### src/rtl/dmux_dispatch_pkg.sv
// ---------------------------------------------------------------------------
// dmux_dispatch_pkg
// Shared definitions for the 4-way demux dispatcher:
//   - FSM state encoding (ST_EMPTY / ST_FULL) for the one-entry word buffer
//   - channel count N_CH and select width SEL_W
// No ports (package).
// ---------------------------------------------------------------------------
package dmux_dispatch_pkg;

  localparam int N_CH  = 4;
  localparam int SEL_W = 2;

  // One-entry buffer state
  localparam logic [0:0] ST_EMPTY = 1'b0;
  localparam logic [0:0] ST_FULL  = 1'b1;

  typedef logic [SEL_W-1:0] ch_idx_t;

endpackage

### src/rtl/dmux_4way_gate.sv
// ---------------------------------------------------------------------------
// dmux_4way_gate
// Purely combinational 1-to-4 demultiplexer of a single bit.
// Ports:
//   in      : bit to steer
//   sel[1:0]: destination index (0 -> a, 1 -> b, 2 -> c, 3 -> d)
//   a,b,c,d : outputs; only the selected one can be high
// ---------------------------------------------------------------------------
module dmux_4way_gate (
  input  logic       in,
  input  logic [1:0] sel,
  output logic       a,
  output logic       b,
  output logic       c,
  output logic       d
);

  assign a = in & (sel == 2'd0);
  assign b = in & (sel == 2'd1);
  assign c = in & (sel == 2'd2);
  assign d = in & (sel == 2'd3);

endmodule

### src/rtl/dmux_4way_dispatcher.sv
// ---------------------------------------------------------------------------
// dmux_4way_dispatcher
// Accepts a valid/ready word stream into a one-entry buffer and hands each
// word to exactly one of four output channels in round-robin order. The
// buffered word is broadcast on out_data; out_valid is one-hot and sel drives
// the external demux select.
//
// Ports:
//   clk           : clock, rising edge
//   rst_n         : synchronous active-low reset
//   in_valid      : producer has a word
//   in_ready      : dispatcher accepts a word this cycle
//   in_data       : producer word (WIDTH bits)
//   out_valid[3:0]: one-hot per-channel valid
//   out_ready[3:0]: per-channel ready
//   out_data      : buffered word, broadcast to all channels
//   sel[1:0]      : current destination channel
//
// Configuration macro: DMUX_DISPATCH_SKIP_EN
//   undefined : strict round-robin, waits on a stalled channel
//   defined   : work-conserving, skips to the next ready channel
// ---------------------------------------------------------------------------
module dmux_4way_dispatcher
  import dmux_dispatch_pkg::*;
#(
  parameter int WIDTH = 16
) (
  input  logic             clk,
  input  logic             rst_n,
  input  logic             in_valid,
  output logic             in_ready,
  input  logic [WIDTH-1:0] in_data,
  output logic [N_CH-1:0]  out_valid,
  input  logic [N_CH-1:0]  out_ready,
  output logic [WIDTH-1:0] out_data,
  output logic [SEL_W-1:0] sel
);

  logic [0:0]       state_reg;
  logic [0:0]       state_next;
  ch_idx_t          ptr_reg;
  ch_idx_t          ptr_next;
  logic [WIDTH-1:0] data_reg;

  ch_idx_t          dest;
  logic             full;
  logic [N_CH-1:0]  gate_vec;
  logic             in_fire;
  logic             out_fire;

  assign full = (state_reg == ST_FULL);

`ifdef DMUX_DISPATCH_SKIP_EN
  // First ready channel searching cyclically from start. Scanning from the
  // far end backwards lets the nearest ready channel overwrite the result.
  // Falls back to start when nothing is ready.
  function automatic ch_idx_t first_ready(input ch_idx_t start,
                                          input logic [N_CH-1:0] rdy);
    ch_idx_t res;
    ch_idx_t idx;
    res = start;
    for (int k = N_CH - 1; k >= 0; k--) begin
      idx = start + ch_idx_t'(k);
      if (rdy[idx]) res = idx;
    end
    return res;
  endfunction

  assign dest = first_ready(ptr_reg, out_ready);
`else
  assign dest = ptr_reg;
`endif

  dmux_4way_gate u_gate (
    .in  (full),
    .sel (dest),
    .a   (gate_vec[0]),
    .b   (gate_vec[1]),
    .c   (gate_vec[2]),
    .d   (gate_vec[3])
  );

  genvar gi;
  generate
    for (gi = 0; gi < N_CH; gi++) begin : g_valid
`ifdef DMUX_DISPATCH_SKIP_EN
      // Only offer the word to a channel that can take it right now.
      assign out_valid[gi] = gate_vec[gi] & out_ready[gi];
`else
      assign out_valid[gi] = gate_vec[gi];
`endif
    end
  endgenerate

  assign out_fire = |(out_valid & out_ready);
  // Refill in the same cycle the held word leaves.
  assign in_ready = ~full | out_fire;
  assign in_fire  = in_valid & in_ready;

  assign sel      = full ? dest : ptr_reg;
  assign out_data = data_reg;

  always_comb begin
    state_next = state_reg;
    if (in_fire)
      state_next = ST_FULL;
    else if (out_fire)
      state_next = ST_EMPTY;
  end

  always_comb begin
    ptr_next = ptr_reg;
    if (out_fire)
      ptr_next = dest + ch_idx_t'(1);
  end

  always_ff @(posedge clk) begin
    if (!rst_n) begin
      state_reg <= ST_EMPTY;
      ptr_reg   <= '0;
      data_reg  <= '0;
    end else begin
      state_reg <= state_next;
      ptr_reg   <= ptr_next;
      if (in_fire)
        data_reg <= in_data;
    end
  end

endmodule

### config.mk
export PLATFORM = sky130hd
export DESIGN_NAME = dmux_4way_dispatcher
export DESIGN_NICKNAME = d
export VERILOG_FILES = /design/src/rtl/dmux_dispatch_pkg.sv /design/src/rtl/dmux_4way_gate.sv /design/src/rtl/dmux_4way_dispatcher.sv
export SDC_FILE = /design/constraint.sdc
export NUM_CORES = 1
export LEC_CHECK = 0
export CAP_MARGIN = 20
export CORE_MARGIN = 4
export CORE_UTILIZATION = 35
export CTS_CLUSTER_DIAMETER = 80
export DETAILED_ROUTE_END_ITERATION = 12
export SYNTH_ARGS = -nofsm -noshare
export SYNTH_HDL_FRONTEND = slang
export SYNTH_SLANG_ARGS = --single-unit
### constraint.sdc
create_clock -name clk -period 4.87 [get_ports clk]
set_input_delay 0.487 -clock clk [delete_from_list [all_inputs] [get_ports clk]]
set_output_delay 0.487 -clock clk [all_outputs]
set_load 0.005 [all_outputs]
== Word level (Yosys, flattened, before mapping) ==
Cells that the tools add are included.

* Register bits after elaboration: 19
* Output and inout port bits: 23

* Add/sub/neg operators: 1
* Equality and inequality tests: 3
* Multiplexer cells: 2
* Bitwise gates (word level): 8
* Reductions and logical operators: 3

{| class="wikitable"
|+ Operator list
! cell !! number
|-
| $and 1x1->1 || 5
|-
| $and 4x4->4 || 1
|-
| $eq 2x2->1 const B || 2
|-
| $reduce_or 4->1 || 1
|-
| $add 2x1->2 const B || 1
|-
| $eq 2x1->1 const B || 1
|-
| $logic_not 2->1 || 1
|-
| $mux 1 || 2
|-
| $reduce_bool 2->1 || 1
|-
| $not 1->1 || 1
|-
| $or 1x1->1 || 1
|}

== Longest topological paths before layout ==
Gate-level depths: netlist of run 1.

* Depth in word-level cells: 7
* Gate-level depth with buffers: 7

== By module ==
A second synthesis of run 1 with hierarchy kept.

* Cells, all modules: 150
* Area total of the unflattened synthesis: 1232.4 um^2

{| class="wikitable"
|+ By module, submodules not included
! module !! instances !! cells each !! area each (um^2) !! sequential area each (um^2)
|-
| dmux_4way_dispatcher || 1 || 146 || 1194.9 || 380.4
|-
| dmux_4way_gate || 1 || 4 || 37.5 || 0.0
|}

== Least setup slack after synthesis of run 1 ==
Ideal clock, no wire load.

* Path kind: register -> output
* Start: register ptr_reg[0] (netlist: sel[0])
* End: output in_ready
* Data arrival time: 1.460 ns
* Data required time: 4.383 ns
* Slack: 2.923 ns
* Stages on the path, launching flop included: 8
* Buffers on the path: 2
* Cells stage by stage: dfxtp_1 inv_1 ha_1 a22oi_4 and2_1 buf_4 buf_6 nand2_1

* Longest elaborated chain between the ends: 5
* Elaborated cells between the ends (all ways): 11

{| class="wikitable"
|+ RTL lines
! element !! RTL line !! source
|-
| start: declaration || dmux_4way_dispatcher.sv:41 || <nowiki>ch_idx_t ptr_reg;</nowiki>
|-
| start signal: assignment || dmux_4way_dispatcher.sv:124 || <nowiki>ptr_reg <= ptr_next;</nowiki>
|-
| $eq 2x1->1, or another cell as far along || dmux_4way_gate.sv:19 || <nowiki>assign b = in & (sel == 2'd1);</nowiki>
|-
| $and 1x1->1, on equally long branches || n/a ||
|-
| $and 4x4->4 * || dmux_4way_dispatcher.sv:95 || <nowiki>assign out_fire = |(out_valid & out_ready);</nowiki>
|-
| $reduce_or 4->1 * || dmux_4way_dispatcher.sv:95 ||
|-
| $or 1x1->1 * || dmux_4way_dispatcher.sv:97 || <nowiki>assign in_ready = ~full | out_fire;</nowiki>
|-
| end: declaration || dmux_4way_dispatcher.sv:31 || <nowiki>output logic in_ready,</nowiki>
|}

Mark *: on every way between the ends. The rest lies on a longest branch, timed or not.

== Worst setup path after layout of run 1 ==
Ends and elaborated chain as after synthesis.

==> results.cfg, run 1 <==
[status]
status = finished, final reports clean

[logic_synthesis]
syn_area_um2 = 1331
synth_fp_nets = 186
synthAdderAreaFrac = 0.03759
synth_area_leaders = dfxtp_1, and3b_1, o211ai_2
netlist.area_leader.share = 0.2857
ys_ff_latch = 19
yosysTopAreaCell = dfxtp_1
ys_types = 21
synth_top_family_by_area = simple AND/OR/NAND/NOR gates
avgSynthCellArea_um2 = 8.373
synth.most_common_cell = nand2_1
synth_cells = 159
synth-simple-area-share = 0.3524
yosysWarnings = 0
muxShareOfSynthArea = 0.01504
synth_compound_area_frac = 0.2265
synth_ff_type = dfxtp_1
yosys-top-cells-count = nand2_1, dfxtp_1, nor2b_1, and3b_1, nand4_1
synthXorXnorAreaFrac = 0
synth_seq_area_share = 0.2857
ys_async_sr_fraction = 0
synth-edff-count = 0

[cells_and_area]
n_fill_cell = 357
instances_no_fill = 237
syn_to_final_growth_pct = 34.02
fin_area_um2 = 1784
layout-drive-gt1-share = 0.07407
n_antenna_cell = 0
finalNetCount = 217
finalCoreUtilization = 0.4874

[route]
route.detailed.drc = 0
vias = 1235
wl_um = 3483
postRouteAntennaNets = 0
wl_per_cell_um = 14.70
drtIter0Drc = 69
dr.pass1.iters = 4
post_drt_via_cell_ratio = 5.211

[worst_hold_path]
hold_class = register to register

[critical_path]
cpMaxStageDelayCell = and2_1
path_max_fanout = 19
r2r_slack_ps = 2570
crit_family = simple AND/OR/NAND/NOR gates
critical_path_class = register to output port
crit_buf_inv = 2
path_cells = inv_1, ha_1, a22oi_4, and2_1, nand2_1, clkdlybuf4s50_1
arrival_ps = 2850
cp-start-kind = register
cp-end-kind = output port
crit_required_ps = 4380
worst_path_largest_cell_delay_ps = 750

[grt]
grt_max_degree = 35
grt_pass1_vias = 1160
antenna_found_initial = 0
gr-usage-all-layers = 0.1420
grt_overflow = 0
grt_pass1_wl_um = 5851

[sta]
setup_viol_count_final = 0
tns_ps = 0
fmax_mhz = 299.8
finalCritPeriodShare = 0.6849
hold_violations = 0
rsz0062_at_grt = no
relSlewSlack = 0.3097
fin_crit_ps = 3335
max_slew.worst_pin.slew_ps = 1032
drv_slew = 0
skew_ps = 1.728

[placement]
dpl_cell_area_um2 = 1739
dpl.cell_count = 233
gp_congestion = 0.7781
io_buffer_count = 45
dpl.hpwl_um = 2381

[floorplan]
die_height_um = 69.68
io_pins = 46
start_util = 0.3636
rows = 22
die-area_um2 = 4855
core-area_um2 = 3661
fp.dieW_um = 69.68

[clock_tree]
cts_root_buffer = clkbuf_8
clockBufferDepth = 2
path_clk_slew_ps = 70
cts.repair.resized = 0
clock-sinks = 19
cts_hold_buf = 0
postCtsSetupBuffers = 0
cts_tree = done
numCtsBuffers = 3
clock_latency_ps = 250
cts-htree-levels = 1

[power_and_ir_drop]
power.total_uw = 411.0
p_per_area_nw_per_um2 = 230.4
irDropWorstVdd_uv = 92.57
power.leakage_nw = 0.7147

[flow_run]
cap_viol_max_count = 0
## flip-flops by register name (all words and copies together), names as in the netlist
name	count
sel	2
out_data	16
full	1
## area by class of cell
| cell class | count | area [um2] | share of cell area |
|---|---|---|---|
| clock buffers | 4 | 45.04 | 0.02525 |
| well taps | 48 | 60.06 | 0.03366 |
| flip-flops and latches | 19 | 380.4 | 0.2132 |
| repair buffers | 45 | 450.4 | 0.2525 |
| multi-input cells | 119 | 840.8 | 0.4712 |
| inverters | 2 | 7.507 | 0.004208 |
## final timing paths
| path | from | end | cells after the start |
|---|---|---|---|
| worst min register to register | out_data[0] | out_data[0] | 2 |
| worst max-delay path | sel[0] | in_ready | 6 |
| worst max register to register | sel[0] | out_data[1] | 5 |
| worst min-delay path | out_data[0] | out_data[0] | 2 |
## kinds of logic (layout without fill, tap and decap cells)
kind of cell / count (synthesis) / in the layout
adders and majority gates: 4 / 4
buffers and inverters: 21 / 51
DFF: 19 / 19
AOI/OAI and AO/OA: 36 / 36
and+or+nand+nor: 77 / 77
muxes: 2 / 2
## worst min-delay path, delay by kind of cell, from the launching register on
kind,cells,cell delay (ps)
and+or+nand+nor,1,70
DFF,1,320
AOI/OAI and AO/OA,1,70
## placed cells by master, fill, tap and decap left out
cell             synthesis  layout
mux2i_1                  2       2
nand2_1                 21      21
clkbuf_1                 8       1
clkdlybuf4s50_1          0      45
dfxtp_1                 19      19
nand4_1                 16      16
o21ai_1                  4       4
o211ai_2                 9       9
a21boi_1                 1       1
o21ai_0                 12      12
and3b_1                 16      16
ha_1                     4       4
nor2b_1                 17      17
a22oi_4                  2       2
inv_1                    2       2
o211ai_1                 7       7
and2_1                   7       7
a31oi_1                  1       1
clkbuf_8                 0       3
## report_power, final
group          switching [mW]  internal (mW)
sequential             0.0150          0.170
combinational          0.0500         0.0684
clock                  0.0493         0.0580
total                   0.114          0.297
## metrics by stage
| step | setup slack, ps | hold slack, ps |
|---|---|---|
| detailed placement | 1585 | 502.7 |
| finish | 1535 | 513.9 |
| CTS | 1522 | 516.6 |
| floorplan | 2923 | 493.8 |
| global placement | 1653 | 499.2 |
| global route | 1356 | 552.2 |
## routing by layer
metal | routed length (um) | share of wire | GRT usage
met3 | 278 | 0.080 | 0.03043
met4 | 8 | 0.0023 | 0.02553
met5 | 0 | 0 | 0
met2 | 1566 | 0.45 | 0.2097
met1 | 1630 | 0.47 | 0.2124
Power figures use the tool's default switching activity.
==> run 2, diff against run 1 <==
==> constraint.sdc (replaced) <==
create_clock -name clk -period 3.3 [get_ports clk]
set_input_delay 0.33 -clock clk [delete_from_list [all_inputs] [get_ports clk]]
set_output_delay 0.33 -clock clk [all_outputs]
set_load 0.005 [all_outputs]
==> run 2 against run 1 <==
  * Setup slack worse by 860 ps
  * Register-to-register slack worse by 1300 ps
  * Clock skew grew 5.0 ps
  * Clock power grew 56%
  * Die area did not move
  * Utilization increased by 0.65 points
  * Sequential cell count unchanged
  * Power rose by 52%
==> results.cfg, run 2 (same netlist as run 1, synthesis figures left out) <==
[status]
status = finished, final reports clean

[sta]
tns_ps = 0
finalCritPeriodShare = 0.7960
relSlewSlack = 0.4832
max_slew.worst_pin.slew_ps = 772.7
hold_violations = 0
rsz0062_at_grt = no
setup_viol_count_final = 0
hold_ws_ps = 516.7
fmax_mhz = 380.7
skew_ps = 6.722
fin_crit_ps = 2627
drv_slew = 0

[cells_and_area]
largest_register_ffs = 16
syn_to_final_growth_pct = 35.81
layout_common_cells = clkdlybuf4s50_1, nand2_1, dfxtp_1
layout_commonest_cell = clkdlybuf4s50_1
layout-drive-gt1-share = 0.09375
finalCoreUtilization = 0.4938
n_antenna_cell = 0
finalNetCount = 220
n_fill_cell = 374

[floorplan]
fp.dieW_um = 69.68
die_height_um = 69.68
io_pins = 46
start_util = 0.3636
core-area_um2 = 3661
die-area_um2 = 4855
rows = 22

[clock_tree]
cts.repair.resized = 0
cts_tree = done
postCtsSetupBuffers = 0
cts-htree-levels = 1
clock-sinks = 19
clock_latency_ps = 260
path_clk_slew_ps = 80
numCtsBuffers = 3
clockBufferDepth = 2
cts_hold_buf = 0
cts_root_buffer = clkbuf_8

[route]
vias = 1282
dr.pass1.iters = 4
drtIter0Drc = 85
wl_per_cell_um = 15.91
postRouteAntennaNets = 0
wl_um = 3818
post_drt_via_cell_ratio = 5.342
route.detailed.drc = 0

[critical_path]
cp-end-kind = output port
path_max_fanout = 19
cp-start-kind = register
critical_path_class = register to output port
crit_path_start = sel[0]
reg2reg_from = sel[0]
r2r_slack_ps = 1280
crit_required_ps = 2970
endpoint = in_ready
rr_endpoint = out_data[14]
reg2reg_depth = 6
arrival_ps = 2300

[worst_hold_path]
hold_class = register to register
min_from = out_data[0]

[placement]
dpl.hpwl_um = 2520
gp_congestion = 0.7354
io_buffer_count = 45

[flow_run]
cap_viol_max_count = 0

[power_and_ir_drop]
irDropWorstVdd_uv = 119.7
power.leakage_nw = 0.7318
p_per_area_nw_per_um2 = 344.7
power.total_uw = 623.3

[grt]
grt_max_degree = 35
antenna_found_initial = 0
gr-usage-all-layers = 0.1604
grt_pass1_vias = 1402
grt_overflow = 0
grt_pass1_wl_um = 6582
==> run 2: area by class of cell <==
type	instances	area, um2	area share
well taps	48	60.06	0.03322
flip-flops and latches	19	380.4	0.2104
clock inverters	1	5.005	0.002768
multi-input cells	119	840.8	0.4651
inverters	2	7.507	0.004152
repair buffers	48	473.0	0.2616
clock buffers	3	41.29	0.02284
==> run 2: power breakdown <==
group,internal [mW],switching [mW],total (mW)
logic,0.105,0.0778,0.183
clock network,0.0840,0.0835,0.167
registers,0.251,0.0216,0.273
==> run 2: critical path: stages, from the launching register on <==
cell             delay, ps
dfxtp_1                410
inv_1                  110
ha_1                   240
a22oi_4                500
and2_1                 230
nand2_1                 60
clkdlybuf4s50_1        480
==> run 2: metrics by stage <==
| stage | setup WS, ps | instance area [um2] | instances |
|---|---|---|---|
| 2_1_floorplan | 1510 | 1331 | 159 |
| 3_3_place_gp | 917.8 | 1762 | 236 |
| 3_5_place_dp | 915.5 | 1762 | 236 |
| 4_1_cts | 655.6 | 1808 | 240 |
| 5_1_grt | 534.8 | 1808 | 240 |
| 6_report | 673.1 | 1808 | 240 |
==> run 2: how the worst min path moves through the flow <==
stage               slack [ps]            to  depth (start not counted)
floorplan                  480        sel[0]                          2
global placement           500  out_data[14]                          2
detailed placement         510  out_data[12]                          2
CTS                        520   out_data[1]                          2
global route               530  out_data[12]                          2
finish                     520   out_data[0]                          2
==> run 2: metal layers <==
metal	wire, um	global-route usage
met3	166	0.03768
met1	1819	0.2038
met2	1820	0.2691
met4	11	0.04681
met5	0	0
